## config.mk

```make
export PLATFORM = sky130hd
export DESIGN_NAME = cpu_bus_sched
export DESIGN_NICKNAME = d
export VERILOG_FILES = /design/src/rtl/cpu_bus_sched_pkg.sv /design/src/rtl/cpu_irq_latch.sv /design/src/rtl/cpu_bus_sched.sv
export SDC_FILE = /design/constraint.sdc
export NUM_CORES = 1
export LEC_CHECK = 0
export BUFFER_PORTS_ARGS = -buffer_cell sky130_fd_sc_hd__buf_2
export CAP_MARGIN = 10
export CORE_ASPECT_RATIO = 0.8
export CORE_MARGIN = 2
export CORE_UTILIZATION = 46
export CTS_BUF_LIST = sky130_fd_sc_hd__clkbuf_4
export CTS_CLUSTER_SIZE = 24
export DETAILED_ROUTE_END_ITERATION = 7
export PLACE_DENSITY = 0.79
export SYNTH_ARGS = -nofsm -noshare
export SYNTH_HDL_FRONTEND = slang
export SYNTH_HIERARCHICAL = 1
export SYNTH_SLANG_ARGS = --single-unit
```

## constraint.sdc

```tcl
create_clock -name clk -period 1.52 [get_ports clk]
set_input_delay 0.076 -clock clk [delete_from_list [all_inputs] [get_ports clk]]
set_output_delay 0.076 -clock clk [all_outputs]
set_load 0.05 [all_outputs]
```

## src/rtl/cpu_bus_sched_pkg.sv

```systemverilog
// Shared types for the CPU bus sequencer: access tags for the RAM pipeline
// and the bus-hold FSM states.
package cpu_bus_sched_pkg;

  localparam int CE_DIV_MIN = 4;

  typedef enum logic [1:0] {
    TAG_NONE = 2'd0,
    TAG_CPU  = 2'd1,
    TAG_VID  = 2'd2
  } acc_tag_e;

  typedef enum logic {
    ST_RUN  = 1'b0,
    ST_HOLD = 1'b1
  } hold_state_e;

  // One RAM pipeline slot: who owns it and whether it was a CPU write.
  typedef struct packed {
    acc_tag_e tag;
    logic     wr;
  } acc_t;

  localparam acc_t ACC_NONE = '{tag: TAG_NONE, wr: 1'b0};

endpackage

```

## src/rtl/cpu_irq_latch.sv

```systemverilog
// Vertical-blank IRQ: rising-edge detect on vblank sets irq_n low,
// irq_clr releases it; a simultaneous set beats the clear.
module cpu_irq_latch (
  input  logic clk,
  input  logic rst_n,
  input  logic vblank,
  input  logic irq_clr,
  output logic irq_n
);

  logic vblank_d;
  logic vblank_rise;

  assign vblank_rise = vblank & ~vblank_d;

  always_ff @(posedge clk or negedge rst_n) begin
    if (!rst_n) begin
      vblank_d <= 1'b0;
      irq_n    <= 1'b1;
    end else begin
      vblank_d <= vblank;
      if (vblank_rise)  irq_n <= 1'b0;
      else if (irq_clr) irq_n <= 1'b1;
    end
  end

endmodule

```

## src/rtl/cpu_bus_sched.sv

```systemverilog
// CPU clock-enable sequencer, shared RAM arbiter (CPU slot vs video fetch),
// vblank IRQ and external bus-hold handshake.
module cpu_bus_sched
  import cpu_bus_sched_pkg::*;
#(
  parameter int CE_DIV = 4,
  parameter int AW     = 11
) (
  input  logic          clk,
  input  logic          rst_n,
  output logic          cpu_en,
  output logic          cpu_rdy,
  input  logic [15:0]   cpu_ab,
  input  logic          cpu_we_n,
  input  logic          cpu_sel,
  output logic [7:0]    cpu_di,
  input  logic          vid_req,
  input  logic [AW-1:0] vid_addr,
  output logic          vid_ack,
  output logic [AW-1:0] ram_addr,
  output logic          ram_we,
  input  logic [7:0]    ram_dout,
  input  logic          vblank,
  input  logic          irq_clr,
  output logic          irq_n,
  input  logic          hold_req,
  output logic          hold_ack
);

  localparam int            CW       = $clog2(CE_DIV);
  localparam logic [CW-1:0] CNT_LAST = CW'(CE_DIV - 1);

  logic [CW-1:0] cnt;
  hold_state_e   state, state_nxt;
  acc_t          pipe_s1, pipe_s2;
  logic          vid_pend;
  logic          cpu_grant, vid_grant;
  logic          unused_ab;

  assign unused_ab = ^cpu_ab[15:AW];

  // cnt==0 is the first cycle after the wrapper latched a fresh address.
  assign cpu_grant = (cnt == '0) && cpu_sel && cpu_rdy;
  assign vid_grant = !cpu_grant && vid_req && !vid_pend;

  always_ff @(posedge clk or negedge rst_n) begin
    if (!rst_n) begin
      cnt      <= '0;
      cpu_en   <= 1'b0;
      ram_addr <= '0;
      ram_we   <= 1'b0;
      pipe_s1  <= ACC_NONE;
      pipe_s2  <= ACC_NONE;
      vid_pend <= 1'b0;
      vid_ack  <= 1'b0;
      cpu_di   <= 8'h00;
    end else begin
      // NOTE: non-blocking assignments here so every register sees pre-edge values.
      cnt     <= (cnt == CNT_LAST) ? '0 : cnt + 1'b1;
      cpu_en  <= (cnt == CNT_LAST - 1'b1);
      ram_we  <= 1'b0;
      pipe_s1 <= ACC_NONE;
      if (cpu_grant) begin
        ram_addr <= cpu_ab[AW-1:0];
        ram_we   <= ~cpu_we_n;
        pipe_s1  <= '{tag: TAG_CPU, wr: ~cpu_we_n};
      end else if (vid_grant) begin
        ram_addr <= vid_addr;
        pipe_s1  <= '{tag: TAG_VID, wr: 1'b0};
      end
      pipe_s2 <= pipe_s1;
      // ram_dout belongs to whichever tag sits in pipe_s2 this cycle.
      vid_ack <= (pipe_s1.tag == TAG_VID);
      if (pipe_s2.tag == TAG_CPU && !pipe_s2.wr) cpu_di <= ram_dout;
      if (vid_grant)                    vid_pend <= 1'b1;
      else if (pipe_s2.tag == TAG_VID)  vid_pend <= 1'b0;
    end
  end

  always_ff @(posedge clk or negedge rst_n) begin
    if (!rst_n) state <= ST_RUN;
    else        state <= state_nxt;
  end

  always_comb begin
    // NOTE: default first so no path leaves state_nxt unassigned (no latch).
    state_nxt = state;
    case (state)
      ST_RUN:  if (cpu_en && hold_req) state_nxt = ST_HOLD;
      ST_HOLD: if (!hold_req)          state_nxt = ST_RUN;
      default:                         state_nxt = ST_RUN;
    endcase
  end

  assign cpu_rdy  = (state == ST_RUN);
  assign hold_ack = (state == ST_HOLD);

  cpu_irq_latch u_irq (
    .clk     (clk),
    .rst_n   (rst_n),
    .vblank  (vblank),
    .irq_clr (irq_clr),
    .irq_n   (irq_n)
  );

endmodule

```

==> impl_metrics.json <==
{
  "drt-wirelength-per-cell_um": 12.29,
  "relSlewSlack_pct": 52.93,
  "pwr_density_cell_nw_per_um2": 1606,
  "min_to": "ram_addr[8]$_DFFE_PN0P_",
  "via_per_inst": 4.495,
  "end_kind": "flip-flop",
  "reg2reg_depth": 2,
  "ant_nets": 0,
  "dpl.hpwl_mm": 1.797,
  "r2r-start": "pipe_s2[2]$_DFF_PN0_",
  "peakVddDrop_uv": 809.9,
  "portBuffers": 62,
  "grt_util_all_layers_pct": 17.69,
  "cts_htree_levels": 2,
  "synth-main-ff-cell": "dfrtp_1",
  "synth_edf_count": 0,
  "rows": 17,
  "cts_setup_buffers": 0,
  "antenna_cells": 0,
  "yosys.area.top_type_share_pct": 62.14,
  "grt_overflow": 0,
  "rr_endpoint": "cpu_di[4]$_DFFE_PN0P_",
  "die_h_um": 51.34,
  "min_delay_path_depth": 3,
  "cts.sinks": 33,
  "synthCells": 99,
  "wirelength_mm": 2.703,
  "hold_buffers": 13,
  "ys_seq_area_share_pct": 64.17,
  "post-route-period-util_pct": 88.23,
  "clk_path_buf_depth": 2,
  "clk_latency_ns": 0.31,
  "post_cts_resized": 0,
  "post-route-util_pct": 67.86,
  "numCtsBuffers": 5,
  "yosysWarnings": 6,
  "crit_type": "reg2reg",
  "ys_async_sr_fraction_pct": 100.0,
  "ff2ff_setup_slack_ns": 0.18,
  "io_pins": 68,
  "worst_clock_skew_ns": 0.007634,
  "cp.arrival_ns": 1.54,
  "setup_tns_ns": 0,
  "cts_tree": "built",
  "drive_gt1_share_pct": 43.96,
  "dr.pass1.iters": 4,
  "critical_path_peak_fanout": 8,
  "grt_pass1_vias": 973,
  "synth_nets": 145,
  "initial_core_util_pct": 47.71,
  "ys_top_cells_by_area": "dfrtp_1 62%, mux2i_1 8.5%, mux2_2 7.0%",
  "hp-start": "cpu_ab[8]",
  "required_ns": 1.72,
  "cp-start-kind": "flip-flop",
  "nets": 227,
  "finalHoldViolCount": 0,
  "synth.distinct_cells": 17,
  "max-cap-violations": 0,
  "antenna_found_initial": 0,
  "period_minus_slack_ns": 1.341,
  "worstMarginPinSlew_ns": 0.7061,
  "syn_to_final_growth_pct": 42.23,
  "yosysMostFrequentCell": "dfrtp_1",
  "rsz0062_at_grt": "no",
  "grt_max_degree": 34,
  "path_clk_slew_ns": 0.10,
  "fmax_mhz": 745.6,
  "die_w_um": 63.18,
  "finalWeightedCongestion": 0.6767,
  "synth-seq-cells": 33,
  "syn_area_per_cell_um2": 13.02,
  "hold_path_class": "in2reg",
  "p_leak_nw": 0.9901,
  "die_area_um2": 3243,
  "grt_pass1_wl_mm": 4.271,
  "setup_viol": 0,
  "synth_area_um2": 1289,
  "synth_top_cell_by_area": "dfrtp_1",
  "drt_iter0_drc": 13,
  "coreArea_um2": 2701,
  "drv_slew": 0,
  "drc_errors": 0,
  "outcome": "completed",
  "synthTopCellsByCount": "32 x dfrtp_1, 15 x nor2_1, 12 x a21oi_1, 11 x mux2i_1, 8 x mux2_2",
  "vias": 989,
  "cts-root-buf": "clkbuf_4"
}
==> cells in the final DEF, fill, tap and decap left out <==
master,synthesis,routed
clkinv_1,0,2
nand2b_1,1,1
nor3b_4,1,1
inv_1,6,6
clkbuf_4,0,5
dfstp_2,1,1
dfrtp_1,32,32
dlygate4sd3_1,0,15
ha_1,3,3
buf_2,2,62
nor2_1,15,15
clkinv_2,0,1
nand3b_1,1,1
buf_4,1,2
a21oi_1,12,12
mux2i_1,11,11
nor2b_1,1,1
o21ai_0,2,2
o21a_1,1,1
mux2_2,8,8
==> metrics by stage <==
step / hold slack (ns) / cells / worst slack, ns / instance area, um2 / power (mW)
after detailed placement: 0.1685 / 197 / 0.1838 / 1633 / 2.506
after floorplan: -0.2196 / 99 / 0.2077 / 1289 / 2.198
after global placement: 0.1551 / 197 / 0.2326 / 1633 / 2.475
after global routing: 0.0005031 / 220 / 0.05462 / 1833 / 3.111
after CTS: 0.002049 / 218 / 0.1699 / 1813 / 2.963
final: 0.01847 / 220 / 0.1789 / 1833 / 2.944
==> cell families after synthesis <==
kind of cell,share of synthesized area [%]
buffers and inverters,3.981
DFF,64.18
and+or+nand+nor,7.379
adders and majority gates,2.913
AOI/OAI and AO/OA,6.020
muxes,15.53
==> state kept, by name, indices dropped and copies added (netlist names) <==
register        cells
hold_ack            1
ram_addr           11
vid_ack             1
cpu_en              1
vid_pend            1
pipe_s2             3
cnt                 2
u_irq/irq_n         1
cpu_di              8
u_irq/vblank_d      1
pipe_s1             3
==> worst max path at each step <==
| stage | startpoint | end | slack, ns | cells after the start |
|---|---|---|---|---|
| 3_5_place_dp | pipe_s2[2]$_DFF_PN0_ | cpu_di[4]$_DFFE_PN0P_ | 0.18 | 2 |
| 2_1_floorplan | hold_ack$_DFF_PN0_ | ram_addr[10]$_DFFE_PN0P_ | 0.21 | 4 |
| 4_1_cts | pipe_s2[2]$_DFF_PN0_ | cpu_di[4]$_DFFE_PN0P_ | 0.17 | 2 |
| 6_report | pipe_s2[2]$_DFF_PN0_ | cpu_di[4]$_DFFE_PN0P_ | 0.18 | 2 |
| 5_1_grt | cnt[0]$_DFF_PN0_ | vid_pend$_DFFE_PN0P_ | 0.05 | 6 |
| 3_3_place_gp | pipe_s2[2]$_DFF_PN0_ | cpu_di[2]$_DFFE_PN0P_ | 0.23 | 2 |
==> per-layer routing <==
| layer | up-vias | routed length [um] | global-route usage, % |
|---|---|---|---|
| met2 | 24 | 1425 | 31.74 |
| met3 | 2 | 125 | 7.048 |
| met5 | - | 0 | 0 |
| met4 | 0 | 16 | 4.348 |
| met1 | 472 | 1135 | 19.97 |
| li1 | 491 | - | - |
==> critical path: stages (launching register included) <==
cell	delay, ns
dfrtp_1	0.42
nor3b_4	0.42
mux2_2	0.39
==> where the power goes <==
group          internal [mW]  leakage, nW  total [mW]  switching (mW)
Combinational          0.378        0.563        1.31           0.936
Clock                  0.167       0.0300       0.436           0.269
Sequential              1.10        0.397        1.19          0.0986
==> cell type report <==
cell class | count | area (um2)
clock buffer | 5 | 37.54
inverter | 6 | 22.52
clock inverter | 3 | 12.51
timing repair buffer | 79 | 475.5
sequential | 33 | 827.0
multi-input combinational | 56 | 410.4
fill | 223 | 868.3
tap | 38 | 47.55
Note: power is estimated with default switching activity, not from simulation.
